## src/rtl/serial_sub_ctrl_if.sv

```systemverilog
// Request/response bundle between a requester and the bit-serial subtractor.
interface serial_sub_ctrl_if #(
   parameter int WIDTH = 8
) ();
   logic             start;
   logic [WIDTH-1:0] a;
   logic [WIDTH-1:0] b;
   logic             busy;
   logic             done;
   logic [WIDTH-1:0] diff;
   logic             bout;

   modport master (
      output start, a, b,
      input  busy, done, diff, bout
   );

   modport slave (
      input  start, a, b,
      output busy, done, diff, bout
   );
endinterface

```

## src/rtl/serial_sub_ctrl.sv

```systemverilog
// Bit-serial WIDTH-bit subtractor: one 1-bit subtract cell (two half
// subtractors plus a borrow flop) walks the operands LSB first, then the
// completed difference and final borrow are published with a done strobe.
module serial_sub_ctrl #(
   parameter int WIDTH = 8
) (
   input  logic              clk,
   input  logic              rst,
   serial_sub_ctrl_if.slave  bus
);
   localparam int CW = (WIDTH > 1) ? $clog2(WIDTH) : 1;
   localparam logic [CW-1:0] LAST = CW'(WIDTH - 1);

   typedef enum logic [1:0] {IDLE, SHIFT, DONE} state_t;

   state_t           state;
   logic [WIDTH-1:0] sa;
   logic [WIDTH-1:0] sb;
   logic [WIDTH-1:0] res;
   logic             br;
   logic [CW-1:0]    cnt;
   logic             busy_r;
   logic             done_r;
   logic [WIDTH-1:0] diff_r;
   logic             bout_r;

   logic             dbit;
   logic             nbr;
   logic [WIDTH-1:0] nxt_res;

   // Full subtract of one bit as two cascaded half subtractors.
   // Returns {borrow_out, difference}.
   function automatic logic [1:0] sub_bit(input logic x, input logic y,
                                          input logic bin);
      logic d1, b1, d, b2;
      d1 = x ^ y;
      b1 = ~x & y;
      d  = d1 ^ bin;
      b2 = ~d1 & bin;
      return {b1 | b2, d};
   endfunction

   // Insert a new bit at the MSB and drop the LSB; works for WIDTH=1 too.
   function automatic logic [WIDTH-1:0] shift_in(input logic [WIDTH-1:0] r,
                                                 input logic d);
      logic [WIDTH:0] t;
      t = {d, r};
      return t[WIDTH:1];
   endfunction

   // Current cell output and the result register as it will look after this bit.
   always_comb begin
      {nbr, dbit} = sub_bit(sa[0], sb[0], br);
      nxt_res     = shift_in(res, dbit);
   end

   // Sequencer: accept, shift WIDTH bits, publish result, strobe done.
   always_ff @(posedge clk or posedge rst) begin
      if (rst) begin
         state  <= IDLE;
         sa     <= '0;
         sb     <= '0;
         res    <= '0;
         br     <= 1'b0;
         cnt    <= '0;
         busy_r <= 1'b0;
         done_r <= 1'b0;
         diff_r <= '0;
         bout_r <= 1'b0;
      end else begin
         case (state)
            IDLE: begin
               done_r <= 1'b0;
               if (bus.start) begin
                  sa     <= bus.a;
                  sb     <= bus.b;
                  br     <= 1'b0;
                  cnt    <= '0;
                  res    <= '0;
                  busy_r <= 1'b1;
                  state  <= SHIFT;
               end
            end
            SHIFT: begin
               res <= nxt_res;
               br  <= nbr;
               sa  <= sa >> 1;
               sb  <= sb >> 1;
               cnt <= cnt + 1'b1;
               if (cnt == LAST) begin
                  diff_r <= nxt_res;
                  bout_r <= nbr;
                  busy_r <= 1'b0;
                  done_r <= 1'b1;
                  state  <= DONE;
               end
            end
            DONE: begin
               done_r <= 1'b0;
               state  <= IDLE;
            end
            default: begin
               busy_r <= 1'b0;
               done_r <= 1'b0;
               state  <= IDLE;
            end
         endcase
      end
   end

   assign bus.busy = busy_r;
   assign bus.done = done_r;
   assign bus.diff = diff_r;
   assign bus.bout = bout_r;
endmodule

```

## src/flat_wrapper.sv

```systemverilog
// flat-port wrapper written by rule: the top's interface ports become plain ports
module serial_sub_ctrl_flat 
#(
   parameter int WIDTH = 8
)
  (clk, rst, bus_start, bus_a, bus_b, bus_busy, bus_done, bus_diff, bus_bout);
  serial_sub_ctrl_if #(.WIDTH(WIDTH)) bus_i ();
  input  logic clk;
  input  logic rst;
  input wire logic [$bits(bus_i.start)-1:0] bus_start;
  input wire logic [$bits(bus_i.a)-1:0] bus_a;
  input wire logic [$bits(bus_i.b)-1:0] bus_b;
  output wire logic [$bits(bus_i.busy)-1:0] bus_busy;
  output wire logic [$bits(bus_i.done)-1:0] bus_done;
  output wire logic [$bits(bus_i.diff)-1:0] bus_diff;
  output wire logic [$bits(bus_i.bout)-1:0] bus_bout;
  assign bus_i.start = bus_start;
  assign bus_i.a = bus_a;
  assign bus_i.b = bus_b;
  assign bus_busy = bus_i.busy;
  assign bus_done = bus_i.done;
  assign bus_diff = bus_i.diff;
  assign bus_bout = bus_i.bout;
  serial_sub_ctrl #(.WIDTH(WIDTH)) u_core (.clk(clk), .rst(rst), .bus(bus_i));
endmodule
```

## config.mk

```make
export PLATFORM = sky130hd
export DESIGN_NAME = serial_sub_ctrl_flat
export DESIGN_NICKNAME = d
export VERILOG_FILES = /design/src/rtl/serial_sub_ctrl_if.sv /design/src/rtl/serial_sub_ctrl.sv /design/src/flat_wrapper.sv
export SDC_FILE = /design/constraint.sdc
export NUM_CORES = 1
export LEC_CHECK = 0
export ABC_AREA = 1
export BUFFER_PORTS_ARGS = -buffer_cell sky130_fd_sc_hd__buf_2
export CAP_MARGIN = 40
export CORE_MARGIN = 8
export CORE_UTILIZATION = 36
export CTS_CLUSTER_DIAMETER = 30
export CTS_CLUSTER_SIZE = 28
export DETAILED_ROUTE_END_ITERATION = 8
export PLACE_DENSITY = 0.54
export SETUP_SLACK_MARGIN = 0.02
export SLEW_MARGIN = 10
export SYNTH_ARGS = -nofsm -noshare
export SYNTH_HDL_FRONTEND = slang
export SYNTH_SLANG_ARGS = --single-unit
```

## constraint.sdc

```tcl
create_clock -name clk -period 1.6 [get_ports clk]
set_clock_uncertainty 0.2 [all_clocks]
set_input_delay 0.08 -clock clk [delete_from_list [all_inputs] [get_ports clk]]
set_output_delay 0.08 -clock clk [all_outputs]
set_load 0.01 [all_outputs]
```

Word level (Yosys, flattened, before mapping):

Index checks and enable logic that the tools add are counted.

* register bits: 41
* output and inout bits: 11
* word-level logic and storage cells: 48

* add/subtract/negate cells: 1
* equal/unequal tests: 5
* mux-type cells: 18
* bitwise operators: 8
* reduce and logical (&&, ||, !) cells: 6

Operators with widths (count)
* one-hot mux 8 bit (2 select lines): 3
* two-way mux 8 bit: 3
* one-hot mux 3 bit (2 select lines): 1
* AND reduction 2 bit: 3
* two-way mux 1 bit: 5
* two-way mux 2 bit: 2
* one-hot mux 2 bit (2 select lines): 1
* adder 3 x 1 -> 3 bit (second input constant): 1
* equality test 3 bit (second input constant): 1
* two-way mux 3 bit: 1
* NOT 1 bit: 3
* one-hot mux 1 bit (3 select lines): 1
* AND reduction 3 bit: 1
* bitwise AND 1 bit: 2
* equality test 2 x 1 -> 1 bit (second input constant): 1
* equality test 2 bit (second input constant): 1
* zero test 2 bit: 1
* inequality test 2 x 1 -> 1 bit (second input constant): 1
* inequality test 2 bit (second input constant): 1
* one-hot mux 1 bit (2 select lines): 1
* nonzero test 2 bit: 1
* bitwise XOR 1 bit: 2
* OR 1 bit: 1

Logic depth before layout (Yosys ltp):

Gate-level depths: netlist of run 1.

* depth in word-level cells: 5
* gate-level depth with buffers: 7
* gate-level depth less buffers: 6

Worst setup path after synthesis of run 1:

No wires, ideal clock.

* path kind: register -> register
* start point: reg u_core.cnt[0]
* end point: reg u_core.diff_r[3], in the netlist u_core.bus.diff[3]
* data arrival time: 1194 ps
* setup slack: 132 ps
* stages on the path, launching flop included: 7
* buffers on the path: 1
* clock period less this slack: 1468 ps
* path through: dfrtp_1 ha_1 ha_1 nand2_4 buf_6 nand2_1 o21ai_2

* longest elaborated chain between the ends: 2

RTL lines
* start, declared: line serial_sub_ctrl.sv:21 `logic [CW-1:0] cnt;`
* start signal, assigned: line serial_sub_ctrl.sv:89 `cnt <= cnt + 1'b1;`
* equality test 3 bit: line serial_sub_ctrl.sv:90 `if (cnt == LAST) begin`
* AND reduction 2 bit (no line)
* end signal, assigned: line serial_sub_ctrl.sv:91 `diff_r <= nxt_res;`
* end, declared: line serial_sub_ctrl.sv:24 `logic [WIDTH-1:0] diff_r;`

Every way passes these cells.
A chain may end at the register's enable or synchronous reset.

Worst setup path in the final report of run 1:

* start point: reg u_core.cnt[0]
* end point: reg u_core.busy_r, in the netlist u_core.bus.busy

* longest elaborated chain between the ends: 3

RTL lines
* equality test 3 bit: line serial_sub_ctrl.sv:90
* inequality test 2 x 1 -> 1 bit (no line)
* AND reduction 3 bit (no line)
* end signal, assigned: line serial_sub_ctrl.sv:80 `busy_r <= 1'b1;`
* end signal, assigned: line serial_sub_ctrl.sv:93 `busy_r <= 1'b0;`
* end signal, assigned: line serial_sub_ctrl.sv:103 `busy_r <= 1'b0;`
* end, declared: line serial_sub_ctrl.sv:22 `logic busy_r;`

Every way passes these cells.

==> results of run 1 <==
## sequential cells by signal (all words and copies together), names as in the netlist
signal	flops
u_core.bus.diff	8
u_core.sa	8
u_core.sb	8
u_core.res	7
u_core.cnt	3
u_core.state	2
u_core.br	1
u_core.bus.bout	1
u_core.bus.busy	1
u_core.bus.done	1
## stage by stage
stage	utilization (%)	worst slack (ns)	hold WS (ns)	std cells	power, W
6_report	46.5	0.115	0.260	348	0.00446
5_1_grt	46.5	0.0271	0.306	348	0.00486
4_1_cts	46.1	0.0329	0.275	347	0.00454
3_5_place_dp	41.0	0.0488	0.0387	322	0.00375
3_3_place_gp	41.0	0.0829	0.0432	322	0.00371
2_1_floorplan	-	0.132	0.000955	223	0.00319
## cell families (layout without fill, tap and decap cells)
group,count (synthesis),after routing,synth area share [%]
simple gates,109,109,25.6
buf+inv,51,104,12.8
flops,40,40,51.2
compound gates,20,20,8.07
fa+ha+maj,3,3,2.31
## final cells by class
type,instances,share of cell area (%)
Sequential cell,40,40.1
Multi-Input combinational cell,132,28.1
Timing Repair Buffer,58,18.3
Inverter,39,5.96
Clock buffer,7,3.86
Tap cell,72,3.61
## tightest hold or removal path: stages
cell and delay [ns]:
sky130_fd_sc_hd__dlygate4sd3_1 0.53, sky130_fd_sc_hd__buf_2 0.12, sky130_fd_sc_hd__inv_1 0.04, sky130_fd_sc_hd__buf_4 0.44
## path summary, 6_finish.rpt
path                                 endpoint  slack [ns]  cells after the start                from
setup / recovery              u_core.bus.busy        0.12                      6       u_core.cnt[0]
setup reg to reg              u_core.bus.busy        0.12                      6       u_core.cnt[0]
hold reg to reg            u_core.bus.diff[6]        0.28                      2  u_core.bus.diff[6]
hold / removal                u_core.bus.busy        0.26                      4                 rst
max in group asynchronous        u_core.sa[4]        0.58                      4                 rst
min in group clk           u_core.bus.diff[6]        0.28                      2  u_core.bus.diff[6]
## power breakdown
part / leakage (nW) / switching, W / internal, W
Sequential: 0.496 / 0.000266 / 0.00148
Clock: 0.0503 / 0.000342 / 0.000384
Combinational: 0.784 / 0.00113 / 0.000858
Total: 1.33 / 0.00174 / 0.00272
## layer usage
layer / wire length [um] / part of all wire, % / track usage, % / vias to the layer above
li1: - / - / - / 795
met1: 1890 / 46 / 13.3 / 733
met2: 1960 / 48 / 19.1 / 39
met3: 228 / 5.6 / 3.28 / 4
met4: 32 / 0.78 / 4.38 / 0
met5: 0 / 0 / 0 / -
## placed cells by master, fill, tap and decap left out
cell type                       count
sky130_fd_sc_hd__inv_2              1
sky130_fd_sc_hd__clkbuf_8           7
sky130_fd_sc_hd__nor2_1             8
sky130_fd_sc_hd__ha_1               2
sky130_fd_sc_hd__nand4_1            1
sky130_fd_sc_hd__buf_2             29
sky130_fd_sc_hd__buf_12             4
sky130_fd_sc_hd__nand2_1           51
sky130_fd_sc_hd__a21oi_2            1
sky130_fd_sc_hd__nor2_4             1
sky130_fd_sc_hd__nand2_2            1
sky130_fd_sc_hd__nand2_4            3
sky130_fd_sc_hd__nand3_1           44
sky130_fd_sc_hd__o21ai_2           14
sky130_fd_sc_hd__inv_1             37
sky130_fd_sc_hd__dfrtp_1           40
sky130_fd_sc_hd__buf_4              7
sky130_fd_sc_hd__o22ai_1            1
sky130_fd_sc_hd__dlygate4sd3_1     18
sky130_fd_sc_hd__inv_4              1
sky130_fd_sc_hd__fa_1               1
sky130_fd_sc_hd__o21ai_0            4
## what timing repair did
item	in CTS	in global routing
endpoints found under the hold margin	56	0
buffers inserted	0	1
hold buffers	18	0
setup endpoints to repair	0	1
## cell usage after synthesis, drive strengths merged
master  number  area (um2)
ha           2        25.0
dfrtp       40        1000
nand4        1        6.26
buf         12         101
nor2         9        41.3
nand3       44         220
fa           1        20.0
o22ai        1        6.26
a21oi        1        8.76
o21ai       18         143
inv         39         149
nand2       55         231
==> run metrics, run 1 <==
static leakage power=1.33 nW; cell at the root of the clock tree=sky130_fd_sc_hd__clkbuf_8; effective utilization at floorplan=36.4%; insertion delay to the later sink of the worst-skew pair=0.29 ns; IR Drop Worst-Case VDD=0.000699 V; Synth Instances=223; Critical Path Source Type=register; WP data required=1.63 ns; sequential cell area fraction in the yosys report=51.2%; synth unique cells=22; sum of net half-perimeters after detailed placement=2730 um; Max Cap Viol=0; Buffers & Inverters on Critical Path=1; cell-by-cell listing of the critical path=ha_1, ha_1, buf_4, nor2_1, nor2_1, nor2_1; number of inserted filler cells in the final layout=533; routed length per placed instance=11.8 um; net count after synthesis=245; PortBufs=29; cell type of the slowest stage on the worst timing path=sky130_fd_sc_hd__dfrtp_1; count of pins on the block boundary=30; Die Outline Area=8040 um2; residual antenna-violating net count after detailed routing=0; path category of the worst min-delay check=primary input to async pin; Tmin final=1.48 ns; Post-Syn Area per Cell=8.76 um2; family with the most delay on the worst path=adder cells; achievable clock frequency=0.673 GHz; H-tree level count=2; FF+latch count, synth=40; CTS sink count=40; DR DRC count=0; setup repair after global routing missed its margin=false; GRT Util Overall=11.4%; per-cell via count in the routed design=4.51; Synthesis Warnings=0; via count of the first global-routing pass=1600; Antenna Diode Count=0; Area growth syn-to-layout=27.8%; post-synthesis instance area=1950 um2; power density cells=1790 nW/um2; die width=89.7 um; outcome=complete, no violations; final period utilization=92.8%; worst path arrival time=1.51 ns; highest cell delay on the worst timing path=0.41 ns; Initial DRC Count=62; most frequent CP cell=sky130_fd_sc_hd__nor2_1; critical path fanouts, max=3; area taken by flip-flops and latches=1000 um2; number of antenna violations at the first check in global routing=0; clock tree from TritonCTS=done; actual slew at the worst max-slew pin=0.520 ns; Chip Height=89.7 um; aggregate global routing overflow=0; total iterations of the first detailed-routing run=4; clock-pin slew reported for the worst setup and hold paths after clock tree synthesis=0.08 ns; number of failing hold endpoints at the final stage=0; final wirelength=4100 um; max-slew violation total from the final report=0; post_cts resized=0; relative max-transition margin=65.3%; core region area=5370 um2; post-route cell area=2500 um2; crit path capture type=register; critical path type=register to register; maximum number of pins on one net before global-route repair=41; multi-input combinational cell area=702 um2; setup TNS=0 ns; layout net count=298; via count=1571; area of placed instances=2200 um2; layout cells sized above 1=25.0%; first-pass GRT wire length=7050 um; standard-cell rows=27; CTS Buf Count=5; Final Wtd Congestion=0.719; largest buffer count on any clock path=2; Final setup viols=0
Power figures use the tool's default switching activity.
==> inputs of run 2 (changes only) <==
- CELL_PAD_IN_SITES_DETAIL_PLACEMENT: not set -> 2
- CELL_PAD_IN_SITES_GLOBAL_PLACEMENT: not set -> 2
- CORE_UTILIZATION: 36 -> 34
- PLACE_DENSITY: 0.54 -> 0.78
==> run 2 against run 1 <==
- combinational power grew 9%
- critical path depth shrank 2
- clock-buffer cell count fell by 1
- global-route usage up 2.5 points
- non-clock buffer count is 5 higher
- critical path type unchanged
- sequential share of layout area fell by 0.21 points
- via count up 6.4%
- register-to-register slack better by 0.03 ns
- sequential cell count unchanged
- largest cell class unchanged
==> run metrics, run 2 (same netlist as run 1, synthesis figures left out) <==
outcome=complete, no violations; cell at the root of the clock tree=sky130_fd_sc_hd__clkbuf_8; M3 GR Usage=3.67%; layout net count=303; max-slew violation total from the final report=0; effective utilization at floorplan=35.3%; clock tree from TritonCTS=done; DR DRC count=0; highest cell delay on the worst timing path=0.53 ns; crit path capture type=register; WP data required=1.57 ns; Global Route met1 Usage=14.8%; static leakage power=1.34 nW; most frequent standard cell in the layout excluding fill and tap cells=sky130_fd_sc_hd__nand2_1; final wirelength=5420 um; count of pins on the block boundary=30; setup TNS=0 ns; internal power summed over all cells=0.00271 W; achievable clock frequency=0.687 GHz; setup repair after global routing missed its margin=false; clock-pin slew reported for the worst setup and hold paths after clock tree synthesis=0.08 ns; CTS sink count=40; Comb pwr share=46.9%; Final setup viols=0; insertion delay to the later sink of the worst-skew pair=0.30 ns; GRT Util Overall=13.8%; family with the most delay on the worst path=adder cells; per-cell via count in the routed design=4.72; power density cells=1840 nW/um2; path category of the worst min-delay check=primary input to async pin; H-tree level count=2; worst path arrival time=1.43 ns; P_sw=0.00192 W; IR Drop Worst-Case VDD=0.000490 V; PortBufs=29; Critical Path Source Type=register; fraction of met2 tracks used by global routing=26.2%; Chip Height=91.8 um; post-route cell area=2510 um2; critical path fanouts, max=2; final period utilization=91.0%; actual slew at the worst max-slew pin=0.528 ns; Buffers & Inverters on Critical Path=1; reg2reg setup slack=0.14 ns; first-pass GRT wire length=9420 um; number of failing hold endpoints at the final stage=0; aggregate global routing overflow=0; Die Outline Area=8430 um2; area of placed instances=2190 um2; portion of total power attributed to sequential cells=37.7%; standard-cell rows=27; core region area=5540 um2; layout cells sized above 1=27.3%; Max Cap Viol=0; cell type of the slowest stage on the worst timing path=sky130_fd_sc_hd__fa_1; commonest cells after routing, fill and taps aside=sky130_fd_sc_hd__nand2_1, sky130_fd_sc_hd__nand3_1, sky130_fd_sc_hd__dfrtp_1; worst r2r src=u_core.sb[0]; grt peak-use layer=met2; die width=91.8 um; maximum number of pins on one net before global-route repair=41; minimum hold slack=0.263 ns; residual antenna-violating net count after detailed routing=0; Initial DRC Count=41; worst reg2reg path endpoint=u_core.res[7]; cell-by-cell listing of the critical path=inv_1, fa_1, nand2_1, o21ai_0; Tmin final=1.46 ns; switching share of power=41.5%; Post-Route Utilization=45.3%; power share of the clock group=15.4%; length in cells of the worst reg-to-reg path=4; largest buffer count on any clock path=2; number of inserted filler cells in the final layout=639; relative max-transition margin=64.8%; Antenna Diode Count=0; sum of net half-perimeters after detailed placement=3490 um; critical path type=register to register; total iterations of the first detailed-routing run=4; via count=1671; Area growth syn-to-layout=28.6%; routed length per placed instance=15.3 um; Final Wtd Congestion=0.714; CTS Buf Count=5; via count of the first global-routing pass=1956; number of antenna violations at the first check in global routing=0
-- run 2: cell count changes in the layout (fill, tap and decap cells not counted) --
cell | previous run | this run
sky130_fd_sc_hd__clkinv_2 | 0 | 2
sky130_fd_sc_hd__ha_2 | 0 | 1
sky130_fd_sc_hd__clkbuf_8 | 7 | 6
sky130_fd_sc_hd__dfrtp_1 | 40 | 39
sky130_fd_sc_hd__ha_1 | 2 | 1
sky130_fd_sc_hd__buf_4 | 7 | 13
sky130_fd_sc_hd__buf_12 | 4 | 2
sky130_fd_sc_hd__dfrtp_2 | 0 | 1
sky130_fd_sc_hd__buf_6 | 0 | 1
-- run 2: area by class of cell --
cell class / count / area (um2) / share of cell area (%)
Sequential cell: 40 / 1000 / 39.9
Multi-Input combinational cell: 132 / 704 / 28.0
Timing Repair Buffer: 63 / 474 / 18.9
Inverter: 39 / 149 / 5.93
Tap cell: 72 / 90.1 / 3.59
Clock buffer: 6 / 82.6 / 3.29
Clock inverter: 2 / 10.0 / 0.398
-- run 2: worst max path at each step --
stage | from | end | cells after the start
final | u_core.sb[0] | u_core.res[7] | 4
after global routing | u_core.state[1] | u_core.sa[1] | 6
after CTS | u_core.cnt[0] | u_core.bus.busy | 6
after detailed placement | u_core.cnt[0] | u_core.bus.diff[7] | 6
after global placement | u_core.cnt[0] | u_core.bus.diff[7] | 6
after floorplan | u_core.cnt[0] | u_core.bus.diff[3] | 6
-- run 2: power by group through the flow --
stage / clock [W] / sequential, W / combinational (W)
6_report: 0.000711 / 0.00174 / 0.00217
5_1_grt: 0.000771 / 0.00181 / 0.00247
4_1_cts: 0.000741 / 0.00175 / 0.00220
3_5_place_dp: 0 / 0.00177 / 0.00209
3_3_place_gp: 0 / 0.00174 / 0.00198
2_1_floorplan: 0 / 0.00176 / 0.00143
-- run 2: per-stage QoR --
step                      setup WS, ns  instances  power [W]
after CTS                       0.0427        354    0.00469
after detailed placement       0.00418        324    0.00385
after global routing            0.0400        354    0.00505
final                            0.144        354    0.00462
after floorplan                  0.132        223    0.00319
after global placement          0.0752        324    0.00372
-- run 2: routing by layer --
metal,part of all wire (%),routed length (um)
met5,0,0
met4,0.55,30
met3,3.3,178
met2,55,2970
met1,41,2240
-- run 2: timing repair --
action / in CTS / in global routing
setup buffers: 4 / 0
resized for setup: 0 / 3
hold buffers: 18 / 0
endpoints found under the setup margin: 2 / 10
pin swaps: 1 / 0
hold endpoints to repair: 56 / 0
-- run 2: worst register-to-register path: stages, from the launching register on --
cell and delay, ns:
sky130_fd_sc_hd__dfrtp_1 0.36, sky130_fd_sc_hd__inv_1 0.08, sky130_fd_sc_hd__fa_1 0.53, sky130_fd_sc_hd__nand2_1 0.09, sky130_fd_sc_hd__o21ai_0 0.08
